### src/rtl/mips_pkg.sv
// Shared MIPS core types and constants: instruction width, the NOP encoding and
// the IF/ID pipeline-register layout consumed by decode.
package mips_pkg;

  localparam int INSTR_W = 32;
  localparam logic [INSTR_W-1:0] NOP_INSTR = 32'h0;

  typedef struct packed {
    logic [INSTR_W-1:0] instr;
    logic [31:0]        pc;
    logic [31:0]        pc_plus4;
    logic               valid;
    logic               misalign;
  } if_id_t;

endpackage

### src/rtl/fetch_stage_if.sv
// Instruction-memory port of the fetch stage: a word index out, the instruction
// word back combinationally in the same cycle (no handshake, always ready).
interface fetch_stage_if;
  import mips_pkg::*;

  logic [31:0]        imem_addr;
  logic [INSTR_W-1:0] imem_data;

  modport master (output imem_addr, input imem_data);
  modport slave  (input imem_addr, output imem_data);

endinterface

### src/rtl/pc_reg.sv
// Program counter with next-PC selection (redirect > stall > advance) and the
// pending-misalign flag that rides with the first fetch after a redirect.
module pc_reg
  import mips_pkg::*;
#(
  parameter logic [31:0] RESET_PC = 32'h0000_0000
) (
  input  logic        clk,
  input  logic        rst_n,
  input  logic        stall,
  input  logic        redirect_valid,
  input  logic [31:0] redirect_pc,
  input  logic        capture,
  output logic [31:0] pc,
  output logic        misalign_pend
);

  always_ff @(posedge clk) begin
    if (!rst_n) begin
      pc            <= RESET_PC;
      misalign_pend <= 1'b0;
    end else if (redirect_valid) begin
      // Low bits are dropped from the fetch address but remembered for decode.
      pc            <= {redirect_pc[31:2], 2'b00};
      misalign_pend <= |redirect_pc[1:0];
    end else begin
      if (!stall) pc <= pc + 32'd4;
      if (capture) misalign_pend <= 1'b0;
    end
  end

endmodule

### src/rtl/fetch_stage.sv
// MIPS instruction-fetch stage: PC, instruction-memory addressing and IF/ID register.
// Define IF_PERF_CNT_EN to add the fetch_cnt / stall_cnt performance counters.
module fetch_stage
  import mips_pkg::*;
#(
  parameter logic [31:0] RESET_PC   = 32'h0000_0000,
  parameter int          IMEM_WORDS = 1024
) (
  input  logic               clk,
  input  logic               rst_n,
  input  logic               stall,
  input  logic               flush,
  input  logic               redirect_valid,
  input  logic [31:0]        redirect_pc,
  fetch_stage_if.master      imem,
  output logic [31:0]        pc,
  output logic [INSTR_W-1:0] id_instr,
  output logic [31:0]        id_pc,
  output logic [31:0]        id_pc_plus4,
  output logic               id_valid,
  output logic               id_misalign
`ifdef IF_PERF_CNT_EN
  ,
  output logic [31:0]        fetch_cnt,
  output logic [31:0]        stall_cnt
`endif
);

  localparam logic [31:0] IDX_MASK = 32'(IMEM_WORDS - 1);

  logic   misalign_pend;
  logic   bubble;
  logic   capture;
  if_id_t if_id;

  assign bubble  = redirect_valid | flush;
  assign capture = !bubble && !stall;

  pc_reg #(.RESET_PC(RESET_PC)) u_pc_reg (
    .clk           (clk),
    .rst_n         (rst_n),
    .stall         (stall),
    .redirect_valid(redirect_valid),
    .redirect_pc   (redirect_pc),
    .capture       (capture),
    .pc            (pc),
    .misalign_pend (misalign_pend)
  );

  // Word index; PCs beyond the memory depth alias back into it.
  assign imem.imem_addr = {2'b00, pc[31:2]} & IDX_MASK;

  always_ff @(posedge clk) begin
    if (!rst_n) begin
      if_id <= '{instr: NOP_INSTR, pc: 32'h0, pc_plus4: 32'h0, valid: 1'b0, misalign: 1'b0};
    end else if (bubble) begin
      // id_pc / id_pc_plus4 deliberately keep their last values across a bubble.
      if_id.instr    <= NOP_INSTR;
      if_id.valid    <= 1'b0;
      if_id.misalign <= 1'b0;
    end else if (!stall) begin
      if_id <= '{instr: imem.imem_data, pc: pc, pc_plus4: pc + 32'd4,
                 valid: 1'b1, misalign: misalign_pend};
    end
  end

  assign id_instr    = if_id.instr;
  assign id_pc       = if_id.pc;
  assign id_pc_plus4 = if_id.pc_plus4;
  assign id_valid    = if_id.valid;
  assign id_misalign = if_id.misalign;

`ifdef IF_PERF_CNT_EN
  always_ff @(posedge clk) begin
    if (!rst_n) begin
      fetch_cnt <= 32'h0;
      stall_cnt <= 32'h0;
    end else begin
      if (capture) fetch_cnt <= fetch_cnt + 32'd1;
      if (stall && !redirect_valid) stall_cnt <= stall_cnt + 32'd1;
    end
  end
`endif

endmodule

### src/flat_wrapper.sv
// flat-port wrapper written by rule: the top's interface ports become plain ports
module fetch_stage_flat import mips_pkg::*;
#(
  parameter logic [31:0] RESET_PC   = 32'h0000_0000,
  parameter int          IMEM_WORDS = 1024
)
  (clk, rst_n, stall, flush, redirect_valid, redirect_pc, pc, id_instr, id_pc, id_pc_plus4, id_valid, id_misalign, imem_imem_addr, imem_imem_data);
  fetch_stage_if imem_i ();
  input  logic clk;
  input  logic rst_n;
  input  logic stall;
  input  logic flush;
  input  logic redirect_valid;
  input  logic [31:0] redirect_pc;
  output logic [31:0] pc;
  output logic [INSTR_W-1:0] id_instr;
  output logic [31:0] id_pc;
  output logic [31:0] id_pc_plus4;
  output logic id_valid;
  output logic id_misalign;
  output wire logic [$bits(imem_i.imem_addr)-1:0] imem_imem_addr;
  input wire logic [$bits(imem_i.imem_data)-1:0] imem_imem_data;
  assign imem_imem_addr = imem_i.imem_addr;
  assign imem_i.imem_data = imem_imem_data;
  fetch_stage #(.RESET_PC(RESET_PC), .IMEM_WORDS(IMEM_WORDS)) u_core (.clk(clk), .rst_n(rst_n), .stall(stall), .flush(flush), .redirect_valid(redirect_valid), .redirect_pc(redirect_pc), .imem(imem_i), .pc(pc), .id_instr(id_instr), .id_pc(id_pc), .id_pc_plus4(id_pc_plus4), .id_valid(id_valid), .id_misalign(id_misalign));
endmodule
### config.mk
export PLATFORM = sky130hd
export DESIGN_NAME = fetch_stage_flat
export DESIGN_NICKNAME = d
export VERILOG_FILES = /design/src/rtl/mips_pkg.sv /design/src/rtl/fetch_stage_if.sv /design/src/rtl/pc_reg.sv /design/src/rtl/fetch_stage.sv /design/src/flat_wrapper.sv
export SDC_FILE = /design/constraint.sdc
export NUM_CORES = 1
export LEC_CHECK = 0
export CORE_ASPECT_RATIO = 0.75
export CORE_MARGIN = 2
export CORE_UTILIZATION = 49
export CTS_BUF_LIST = sky130_fd_sc_hd__clkbuf_4
export DETAILED_ROUTE_END_ITERATION = 8
export PLACE_DENSITY = 0.9
export SLEW_MARGIN = 40
export SYNTH_ARGS = -nofsm -noshare
export SYNTH_HDL_FRONTEND = slang
export SYNTH_SLANG_ARGS = --single-unit
### constraint.sdc
create_clock -name clk -period 3.17 [get_ports clk]
set_input_delay 0.317 -clock clk [delete_from_list [all_inputs] [get_ports clk]]
set_output_delay 0.317 -clock clk [all_outputs]
set_load 0.05 [all_outputs]
Word-level counts from Yosys, hierarchy flattened
Cells that the tools add are included.
{"block": "classes", "add_sub_neg": 1, "eq_ne": 1, "mux": 4, "n_bitwise": 4, "n_reduce_logical": 8}
{"operator": "$mux W32", "count": 2}
{"operator": "$add A32 B3 Y32 const B", "count": 1}
{"operator": "$reduce_or A2 Y1", "count": 3}
{"operator": "$not A1 Y1", "count": 3}
{"operator": "$logic_not A1 Y1", "count": 2}
{"operator": "$mux W1", "count": 2}
{"operator": "$ne A2 B1 Y1 const B", "count": 1}
{"operator": "$reduce_and A2 Y1", "count": 1}
{"operator": "$reduce_bool A2 Y1", "count": 1}
{"operator": "$logic_and A1 B1 Y1", "count": 1}
{"operator": "$or A1 B1 Y1", "count": 1}
{"block": "totals", "reg_bits": 131, "in_bits": 69, "output_inout_bits": 162, "wordCells": 26}

Depth between registers and ports, before layout
{"block": "logic_depth", "depth_word": 5, "mapped_depth": 7, "depth_no_buf": 5}

Cells and area by module
From an unflattened synthesis, not the netlist that was laid out.
{"block": "unflattened", "cells_unflattened": 697, "hier_area_um2": 5931.9}
{"module": "fetch_stage", "instances": 1, "cells_per_inst": 480, "area_each_um2": 4147.7}
{"module": "pc_reg", "instances": 1, "cells_per_inst": 217, "area_each_um2": 1784.2}

Worst setup path after synthesis
Ideal clock, no wire load.
{"block": "synth_timing", "kind": "flip-flop to flip-flop", "start": "register u_core.u_pc_reg.pc[2]", "end": "register u_core.u_pc_reg.pc[26]", "setup_time_ns": 0.074, "arrival_time_ns": 2.359, "required_time_ns": 3.096, "setup_slack_ns": 0.737, "path_stages_with_launch": 7, "path_cell_list": "dfxtp_1 -> ha_1 -> nand3_1 -> or3_1 -> buf_2 -> or4_1 -> a31oi_1"}
{"block": "synth_between", "elab_chain_cells": 3}
{"item": "start: declaration", "line": "pc_reg.sv:14", "text": "output logic [31:0] pc,"}
{"item": "start signal: assignment", "line": "pc_reg.sv:24", "text": "pc <= {redirect_pc[31:2], 2'b00};"}
{"item": "start signal: assignment", "line": "pc_reg.sv:27", "text": "if (!stall) pc <= pc + 32'd4;"}
{"item": "$add A32 B3 Y32", "line": "pc_reg.sv:27"}
{"item": "$mux W32", "line": "pc_reg.sv:27"}
{"item": "$mux W32", "line": "pc_reg.sv:22", "text": "end else if (redirect_valid) begin"}
Every way passes these cells. The select of a mux whose other input is x is not followed.
A chain may end at the register's enable or synchronous reset.

Final worst setup path
{"block": "layout_timing", "start": "register u_core.u_pc_reg.pc[12]", "end": "register u_core.u_pc_reg.pc[24]"}
The elaborated chain is that of the path after synthesis.

==> impl_metrics.toml <==
[status]
status = "finished clean"

[synth]
synth-async-reset-ratio_pct = 0
synthTopCellsByArea = "dfxtp_1 (43%), mux2i_1 (6.0%), buf_4 (5.4%)"
yosysWarnings = 0
synth.top_cell.area_share_pct = 43.0
yosysSeqAreaShare_pct = 43.0
syn_area_um2 = 5830
synth_seq_cells = 125
synth_top_family_by_area = "simple AND/OR/NAND/NOR gates"
netlist_top_cells_count = "dfxtp_1 (125), nand2_1 (80), nor2_1 (61)"
synth_edf_count = 0
syn_inst = 699
yosysMostFrequentCell = "dfxtp_1"
synth_top_cell_by_area = "dfxtp_1"
synth_fa_ha_area_share_pct = 0.215
synth.distinct_cells = 48
synth_compound_area_share_pct = 15.7
avgSynthCellArea_um2 = 8.33
synth-xor-area-share_pct = 3.16
synth-simple-area-share_pct = 21.8
synthMuxAreaShare_pct = 6.01
synthFlopType = "dfxtp_1"

[clock_tree]
cts-hold-fix-buffers = 0
clk_pin_slew_ps = 110
cts_tree = "yes"
cts_resized = 0
clock_latency_ps = 550
cts_buffer_depth = 2
clock_sinks = 125
htreeDepth = 4
clockRootBuffer = "clkbuf_4"
cts_buffers = 17
post_cts_buffers = 0

[final_layout]
drive_gt1_share_pct = 6.63
antenna_cells = 0
post-route-util_pct = 69.9
largest_reg_flops = 32
fin_cells = 1037
area_growth_pct = 39.3
fin_nets = 932
nFillCells = 939

[global_routing]
grt_pass1_wl_um = 27200
grtUsageTotal_pct = 26.7
overflow = 0
grt_max_degree = 46
grt_pass1_vias = 5367
grt_antenna_before_repair = 0

[placement]
dp_cells = 1005
gp_congestion = 0.842
portBuffers = 202
hpwl_um = 12200

[die]
num_rows = 34
dieArea_um2 = 12800
die_y_um = 98.4
initial_core_util_pct = 50.2
die_w_um = 130
core-area_um2 = 11600
pin_count = 231

[routing]
viasPerCell = 5.63
vias = 5834
drt-initial-drc-count = 489
wirelength_um = 17300
wl_per_cell_um = 16.7
ant_nets = 0
drc = 0
first_pass_iters = 5

[pwr]
clock_power_share_pct = 37.5
p_int_mw = 2.77
p_switching_mw = 1.22
swShare_pct = 30.6
pwr-share-comb_pct = 19.4
cellPowerDensity_nw_per_um2 = 491
peakVddDrop_v = 0.000355
seqPwrFrac_pct = 43.1
p_leak_nw = 2.83

[sta]
skew_ps = 15.4
drv_slew = 0
hold_viol = 0
final-setup-viol-count = 0
rsz0062_at_grt = "false"
timing.fmax_mhz = 405
hold_slack_ps = 293
period_share_pct = 77.9
slew_headroom_pct = 47.1
tns_ps = 0
worst_pin_slew_ps = 794
period_needed_ps = 2470

[critical_path]
r2r_slack_ps = 700
startpoint = "u_core.u_pc_reg.pc[12]"
worst_setup_path_end_kind = "register"
path_cells = "nand4_4 -> or4_1 -> or4_1 -> a31oi_1"
arrival_ps = 2940
max_stage_delay_ps = 820
critPathBufInv = 0
cp_slowest_cell = "or4_1"
cp_max_fo = 18
worstPathRequired_ps = 3640
path_depth = 4
crit_path_start_kind = "register"
crit_type = "register to register"
cp_common_cell = "or4_1"
reg2reg_depth = 4
r2r-start = "u_core.u_pc_reg.pc[12]"
crit_family = "simple AND/OR/NAND/NOR gates"
endpoint = "u_core.u_pc_reg.pc[24]"
r2r_end = "u_core.u_pc_reg.pc[24]"

[flow_run]
cap_violations = 0

[hold_path]
holdCritPathClass = "input pin to register"
-- worst reg2reg max path, stage by stage, from the launching register on --
cell,delay [ps]
dfxtp_1,620
nand4_4,180
or4_1,820
or4_1,600
a31oi_1,190
-- cell families (layout without fill, tap and decap cells) --
family	Yosys count	after routing
AOI/OAI and AO/OA	154	154
and+or+nand+nor	254	254
xor gates and xnor gates	21	21
DFF	125	125
buffers and inverters	108	257
other	1	28
adders and majority gates	1	1
muxes	35	35
-- power groups by stage --
stage                     Combinational (mW)  Sequential [mW]  Clock [mW]
after floorplan                        0.352             1.92           0
after global placement                 0.762             1.75           0
after detailed placement               0.768             1.75           0
after CTS                              0.772             1.71        1.51
after global routing                   0.811             1.73        1.58
final                                  0.774             1.72        1.49
-- worst min path at each step --
stage                                start               endpoint  slack (ps)  cells past startpoint
after CTS                            stall    u_core.id_instr[28]         250                      3
after floorplan             redirect_pc[3]  u_core.u_pc_reg.pc[3]         460                      2
after global routing                 stall     u_core.id_misalign         280                      3
after detailed placement  u_core.id_pc[19]       u_core.id_pc[19]         450                      2
final                                stall     u_core.id_misalign         290                      3
after global placement     u_core.id_valid        u_core.id_valid         430                      2
-- stage by stage --
stage               setup slack [ps]  power (mW)  cell area [µm²]
floorplan                        737        2.27             5930
global placement                 757        2.51             7720
detailed placement               709        2.52             7720
CTS                              712        4.00             8120
global route                     552        4.12             8120
finish                           700        3.99             8120
-- routing by layer --
layer | vias to the layer above | wire, µm | track usage, %
met4 | 0 | 372 | 10.6
met1 | 2742 | 7260 | 36.5
met3 | 32 | 1830 | 7.17
met2 | 319 | 7870 | 40.1
met5 | - | 0 | 0
li1 | 2741 | - | -
-- cells in the final DEF (no fill, tap or decap), drive strengths merged, types with 15 or more instances in the layout --
cell type      instances
buf                   19
nor3                  22
clkdlybuf4s50        201
or3                   15
mux2i                 35
nor4                  15
nand2                 80
o21ai                 50
clkbuf                17
a21oi                 49
dfxtp                125
conb                  28
xnor2                 19
nor2                  61
-- layout make-up --
class | instances | area, µm² | area share (%)
clock buffers | 17 | 128 | 1.57
clock inverters | 15 | 269 | 3.31
inverters | 5 | 18.8 | 0.231
multi-input cells | 493 | 2840 | 35.0
flip-flops and latches | 125 | 2500 | 30.8
well taps | 162 | 203 | 2.50
repair buffers | 220 | 2150 | 26.5
No activity file was read; power rests on OpenSTA's default activity.
